File: config.mk
export PLATFORM = sky130hd
export DESIGN_NAME = sha256_msg_padder
export DESIGN_NICKNAME = d
export VERILOG_FILES = /design/src/rtl/sha256_msg_padder.sv
export SDC_FILE = /design/constraint.sdc
export NUM_CORES = 1
export LEC_CHECK = 0
export CORE_AREA = 2 2 219 243
export DETAILED_ROUTE_END_ITERATION = 16
export DIE_AREA = 0 0 221 245
export GPL_TIMING_DRIVEN = 0
export PLACE_DENSITY = 0.76
export SYNTH_ARGS = -nofsm -noshare
export SYNTH_HDL_FRONTEND = slang
export SYNTH_SLANG_ARGS = --single-unit
File: constraint.sdc
create_clock -name clock -period 31.8 [get_ports clock]
set_input_delay 6.36 -clock clock [delete_from_list [all_inputs] [get_ports clock]]
set_output_delay 6.36 -clock clock [all_outputs]
set_load 0.05 [all_outputs]
File: src/rtl/sha256_msg_padder.sv
// sha256_msg_padder: turns a byte stream into FIPS 180-4 padded 512-bit blocks
// (0x80 marker, zero fill, 64-bit big-endian bit length). Byte 0 of a block is
// blk_data[511:504], so the block can feed the SHA256 message schedule directly.
//
// Handshake: on both sides a transfer happens on a rising clock edge where
// valid && ready are both high. in_ready depends only on the FSM state. blk_data,
// blk_first and blk_last are held stable while blk_valid && !blk_ready.
// blk_valid never drops without a transfer.
module sha256_msg_padder #(
  parameter int BLK_W = 512,
  parameter int LEN_W = 64
) (
  input  logic             clock,
  input  logic             reset,
  input  logic [7:0]       in_data,
  input  logic             in_valid,
  input  logic             in_last,
  output logic             in_ready,
  output logic [BLK_W-1:0] blk_data,
  output logic             blk_valid,
  input  logic             blk_ready,
  output logic             blk_first,
  output logic             blk_last,
  output logic             busy
);

  localparam logic [1:0] S_FILL = 2'd0;
  localparam logic [1:0] S_PAD  = 2'd1;
  localparam logic [1:0] S_LEN  = 2'd2;
  localparam logic [1:0] S_OUT  = 2'd3;

  generate
    if (BLK_W != 512) begin : g_bad_blk_w
      $error("sha256_msg_padder: BLK_W must be 512");
    end
    if (LEN_W < 4 || LEN_W > 64) begin : g_bad_len_w
      $error("sha256_msg_padder: LEN_W must be in 4..64");
    end
  endgenerate

  logic [1:0]       state;       // FSM state, visible for checkers
  logic [6:0]       ptr;         // next byte slot in the block, 0..64
  logic [LEN_W-1:0] bitlen;      // message length in bits so far
  logic [BLK_W-1:0] buffer;      // block under construction / being offered
  logic             marker_done; // 0x80 already placed for this message
  logic             first_pend;  // next block offered is the message's first
  logic             last_r;      // block in OUT carries the length field
  logic             pad_pend;    // in_last seen; padding still in progress
  logic [63:0]      len64;

  // Length field is the bit counter zero-extended to 64 bits.
  assign len64    = 64'(bitlen);
  assign blk_data = buffer;
  assign in_ready = (state == S_FILL);
  assign busy     = (state != S_FILL) || (ptr != 7'd0);

  // Main FSM: byte fill, marker/zero padding, length insertion, block handoff.
  always_ff @(posedge clock or posedge reset) begin
    if (reset) begin
      state       <= S_FILL;
      ptr         <= 7'd0;
      bitlen      <= '0;
      buffer      <= '0;
      marker_done <= 1'b0;
      first_pend  <= 1'b1;
      last_r      <= 1'b0;
      pad_pend    <= 1'b0;
      blk_valid   <= 1'b0;
      blk_first   <= 1'b0;
      blk_last    <= 1'b0;
    end else begin
      case (state)
        S_FILL: begin
          if (in_valid) begin
            for (int i = 0; i < 64; i++) begin
              if (ptr == 7'(i)) buffer[511-8*i -: 8] <= in_data;
            end
            ptr    <= ptr + 7'd1;
            bitlen <= bitlen + LEN_W'(8);
            if (in_last) begin
              pad_pend <= 1'b1;
              state    <= S_PAD;
            end else if (ptr == 7'd63) begin
              last_r <= 1'b0;
              state  <= S_OUT;
            end
          end
        end
        S_PAD: begin
          if (!marker_done) begin
            if (ptr != 7'd64) begin
              // Marker at ptr, everything after it cleared.
              for (int i = 0; i < 64; i++) begin
                if (ptr == 7'(i))      buffer[511-8*i -: 8] <= 8'h80;
                else if (7'(i) > ptr)  buffer[511-8*i -: 8] <= 8'h00;
              end
              marker_done <= 1'b1;
              if (ptr <= 7'd55) begin
                state <= S_LEN;
              end else begin
                // No room for the length: it goes into an extra block.
                last_r <= 1'b0;
                state  <= S_OUT;
              end
            end else begin
              // Block full exactly at the last byte: marker starts the next block.
              last_r <= 1'b0;
              state  <= S_OUT;
            end
          end else begin
            state <= S_LEN;
          end
        end
        S_LEN: begin
          buffer[63:0] <= len64;
          last_r       <= 1'b1;
          state        <= S_OUT;
        end
        S_OUT: begin
          if (!blk_valid) begin
            blk_valid <= 1'b1;
            blk_first <= first_pend;
            blk_last  <= last_r;
          end else if (blk_ready) begin
            blk_valid  <= 1'b0;
            blk_first  <= 1'b0;
            blk_last   <= 1'b0;
            buffer     <= '0;
            ptr        <= 7'd0;
            first_pend <= 1'b0;
            if (last_r) begin
              state       <= S_FILL;
              bitlen      <= '0;
              marker_done <= 1'b0;
              first_pend  <= 1'b1;
              pad_pend    <= 1'b0;
              last_r      <= 1'b0;
            end else if (pad_pend) begin
              state <= S_PAD;
            end else begin
              state <= S_FILL;
            end
          end
        end
        default: state <= S_FILL;
      endcase
    end
  end

endmodule

==> results.tsv <==
stage	metric	value	unit
worst_setup_path	slowest library cell on the worst path	clkdlybuf4s50_1	
logic_synthesis	Main synth FF type	dfrtp_1	
final_layout	synth-to-layout area growth	32.1	%
detailed_routing	final WL	95000	um
logic_synthesis	Synth Area in Compound Gates	0.0795	
worst_setup_path	WS Path Type	reg2out	
logic_synthesis	Synth area leaders	dfrtp_1 57%, mux2_2 20%, a21oi_1 2.2%	
clock_network	CTS tree	done	
logic_synthesis	Syn Nets	2109	
logic_synthesis	largest family of logic cells by synthesized area	multiplexers	
global_routing	initial antenna violation count	1	
logic_synthesis	leading area contributor after synthesis	dfrtp_1	
logic_synthesis	ys async rst share	1.00	
floorplan	die width	221	um
detailed_routing	Remaining DRCs	0	
clock_network	Worst-path clk slew	60	ps
detailed_routing	drt wl/cell	27.9	um
logic_synthesis	mux contribution to synthesized area	0.219	
floorplan	number of cell rows	88	
final_layout	FILL cells	3947	
worst_setup_path	Startpoint Class	register	
placed_design	HPWL Detailed	69600	um
clock_network	H-tree Lvls	2	
worst_setup_path	top cell family by delay on the critical path	buffers and inverters	
logic_synthesis	Synth Register Bits	589	
logic_synthesis	synthesized area per cell	12.3	sq um
timing	number of hold violations in the final report	0	
clock_network	PostCTS Resize Cnt	0	
worst_setup_path	worst r2r path cells	9	
clock_network	Post-CTS Hold Buffers	0	
worst_setup_path	Stages on worst setup path	9	
global_routing	first-pass GRT wire length	141000	um
worst_hold_path	min-delay worst type	reg2reg	
logic_synthesis	post-synthesis simple-gate area fraction	0.0831	
worst_setup_path	CP bufs+invs	7	
final_layout	register area	14700	sq um
timing	post-route clock skew	23.9	ps
clock_network	Setup Fix Bufs, Post-CTS	0	
global_routing	Congestion Overflow GR	0	
logic_synthesis	Netlist Area Pre-Place	25600	sq um
logic_synthesis	Synth top area share	0.574	
timing	max_slew headroom	0.0383	
final_layout	fraction of layout cells with a size suffix above 1	0.221	
clock_network	cts bufs inserted	58	
worst_setup_path	CP Max Fanout	10	
status	status	completed	
logic_synthesis	cell count after synthesis	2087	
logic_synthesis	Ys Warns	0	
global_routing	Overall Global Routing Usage	0.348	
clock_network	Root Driver	clkbuf_16	
detailed_routing	post-route ant nets	0	
global_routing	vias in the first global route	21100	
clock_network	Max clock buf depth	3	
timing	final setup violating endpoints	0	
timing	TNS Setup	0	ps
worst_setup_path	cell mode on critical path	clkbuf_1	
final_layout	multi-input logic area	10100	sq um
floorplan	Core Footprint	51900	sq um
timing	final worst path period share	0.353	
detailed_routing	First-pass DRT Iterations	5	
detailed_routing	Iter 0 DRT Violations	1561	
timing	Final Critical Period	11230	ps
worst_setup_path	critical path cell sequence	inv_1 > ha_1 > buf_4 > clkbuf_1 > clkbuf_1 > clkbuf_1 > clkbuf_1 > nand4_1 > clkdlybuf4s50_1	
timing	Slew Limit Fails	0	
worst_setup_path	Critical Path End Type	primary output	
worst_setup_path	CP required	25440	ps
logic_synthesis	post-synth cell types	71	
floorplan	Initial Util	0.494	
placed_design	Final GP Congestion	0.974	
detailed_routing	Via Count	20000	
floorplan	chip height	245	um
detailed_routing	DR vias/cell	5.89	
timing	Max Fclk	0.0891	GHz
floorplan	die area	54100	sq um
worst_hold_path	hold depth	2	
run	max-cap violations	0	
worst_setup_path	Worst path max stage delay	790	ps
clock_network	# clock sinks	589	
global_routing	largest net degree at the start of global routing	141	
logic_synthesis	Post-Synth Adder-Cell Area	0.00439	
floorplan	I/O pins	530	
logic_synthesis	register area share after synthesis	0.575	
final_layout	nets@finish	2704	
timing	worst-margin pin slew	1430	ps
timing	unrepaired setup endpoints after global routing	no	
logic_synthesis	XOR/XNOR share of the synthesized area	0.00820	
clock_network	later-pin clock latency in the skew report	630	ps
placed_design	IO buf count	529	
logic_synthesis	EDFF count, synth	0	
worst_setup_path	crit path DAT	4870	ps
==> path summary, 6_finish.rpt <==
| check | start | to | slack [ps] |
|---|---|---|---|
| worst min register to register | blk_data[3] | blk_data[3] | 490 |
| max in group asynchronous | reset | blk_data[445] | 23940 |
| min in group asynchronous | reset | blk_data[44] | 6190 |
| worst max register to register | ptr[0] | blk_data[391] | 26880 |
| worst min-delay path | blk_data[3] | blk_data[3] | 490 |
| worst max-delay path | state[0] | busy | 20570 |
==> worst register-to-register path, stage by stage (launching register included) <==
cell and delay, ps:
dfrtp_1 340, clkbuf_1 410, clkbuf_1 580, inv_1 280, ha_1 420, a41o_1 340, a211oi_2 620, clkbuf_1 640
o21ai_1 690, mux2_2 490
==> cells by family after synthesis <==
group,Yosys count
xor+xnor,24
buf+inv,201
fa+ha+maj,9
mux,504
simple gates,411
flops,589
compound gates,349
==> layout make-up <==
class / instances / share of cell area
Timing Repair Buffer: 535 / 0.160
Antenna cell: 1 / 0.0000739
Sequential cell: 589 / 0.435
Multi-Input combinational cell: 1297 / 0.299
Tap cell: 675 / 0.0249
Clock inverter: 18 / 0.00672
Clock buffer: 85 / 0.0500
Inverter: 61 / 0.00698
Buffer: 140 / 0.0165
==> per-layer routing <==
layer | global-route usage | wire length, um | vias up
met5 | 0 | 0 | -
met4 | 0.164 | 4800 | 0
met3 | 0.0859 | 7220 | 231
met2 | 0.585 | 46500 | 872
met1 | 0.423 | 36500 | 10300
li1 | - | - | 8622
==> layout by cell type (no fill, tap or decap), types with 59 or more instances in the layout <==
cell type | Yosys | routed
a21oi_1 | 113 | 113
clkbuf_1 | 113 | 127
clkbuf_16 | 0 | 59
clkdlybuf4s50_1 | 0 | 529
dfrtp_1 | 588 | 588
inv_1 | 61 | 60
mux2_2 | 458 | 458
nand2_1 | 98 | 98
nor2_1 | 82 | 82
o21ai_0 | 95 | 95
==> stage by stage <==
| step | utilization | cell area (sq um) | hold WS [ps] | cells | worst slack [ps] |
|---|---|---|---|---|---|
| after floorplan | - | 25600 | 458 | 2087 | 8960 |
| after global placement | 0.613 | 31800 | 468 | 3291 | 2880 |
| after detailed placement | 0.616 | 31900 | 485 | 3297 | 21290 |
| after CTS | 0.653 | 33900 | 492 | 3400 | 20620 |
| after global routing | 0.653 | 33900 | 511 | 3401 | 20500 |
| final | 0.653 | 33900 | 489 | 3401 | 20570 |
==> cell usage after synthesis (all sizes together), types with 21 or more instances <==
cell,number
o21ai,135
clkbuf,115
buf,25
nor2,88
or4,21
nand3,38
dfrtp,588
nand2,98
nand4,32
nor3,27
inv,61
mux2,458
mux2i,46
o31ai,26
a21oi,116
==> sequential cells by signal, summed over array words and instances (netlist names) <==
| signal | count |
|---|---|
| bitlen | 61 |
| blk_data | 512 |
| blk_first | 1 |
| blk_last | 1 |
| blk_valid | 1 |
| first_pend | 1 |
| last_r | 1 |
| marker_done | 1 |
| pad_pend | 1 |
| ptr | 7 |
| state | 2 |
Power is not shown: default switching activity piles up to over one toggle a cycle in this logic, so the estimate is an artifact.
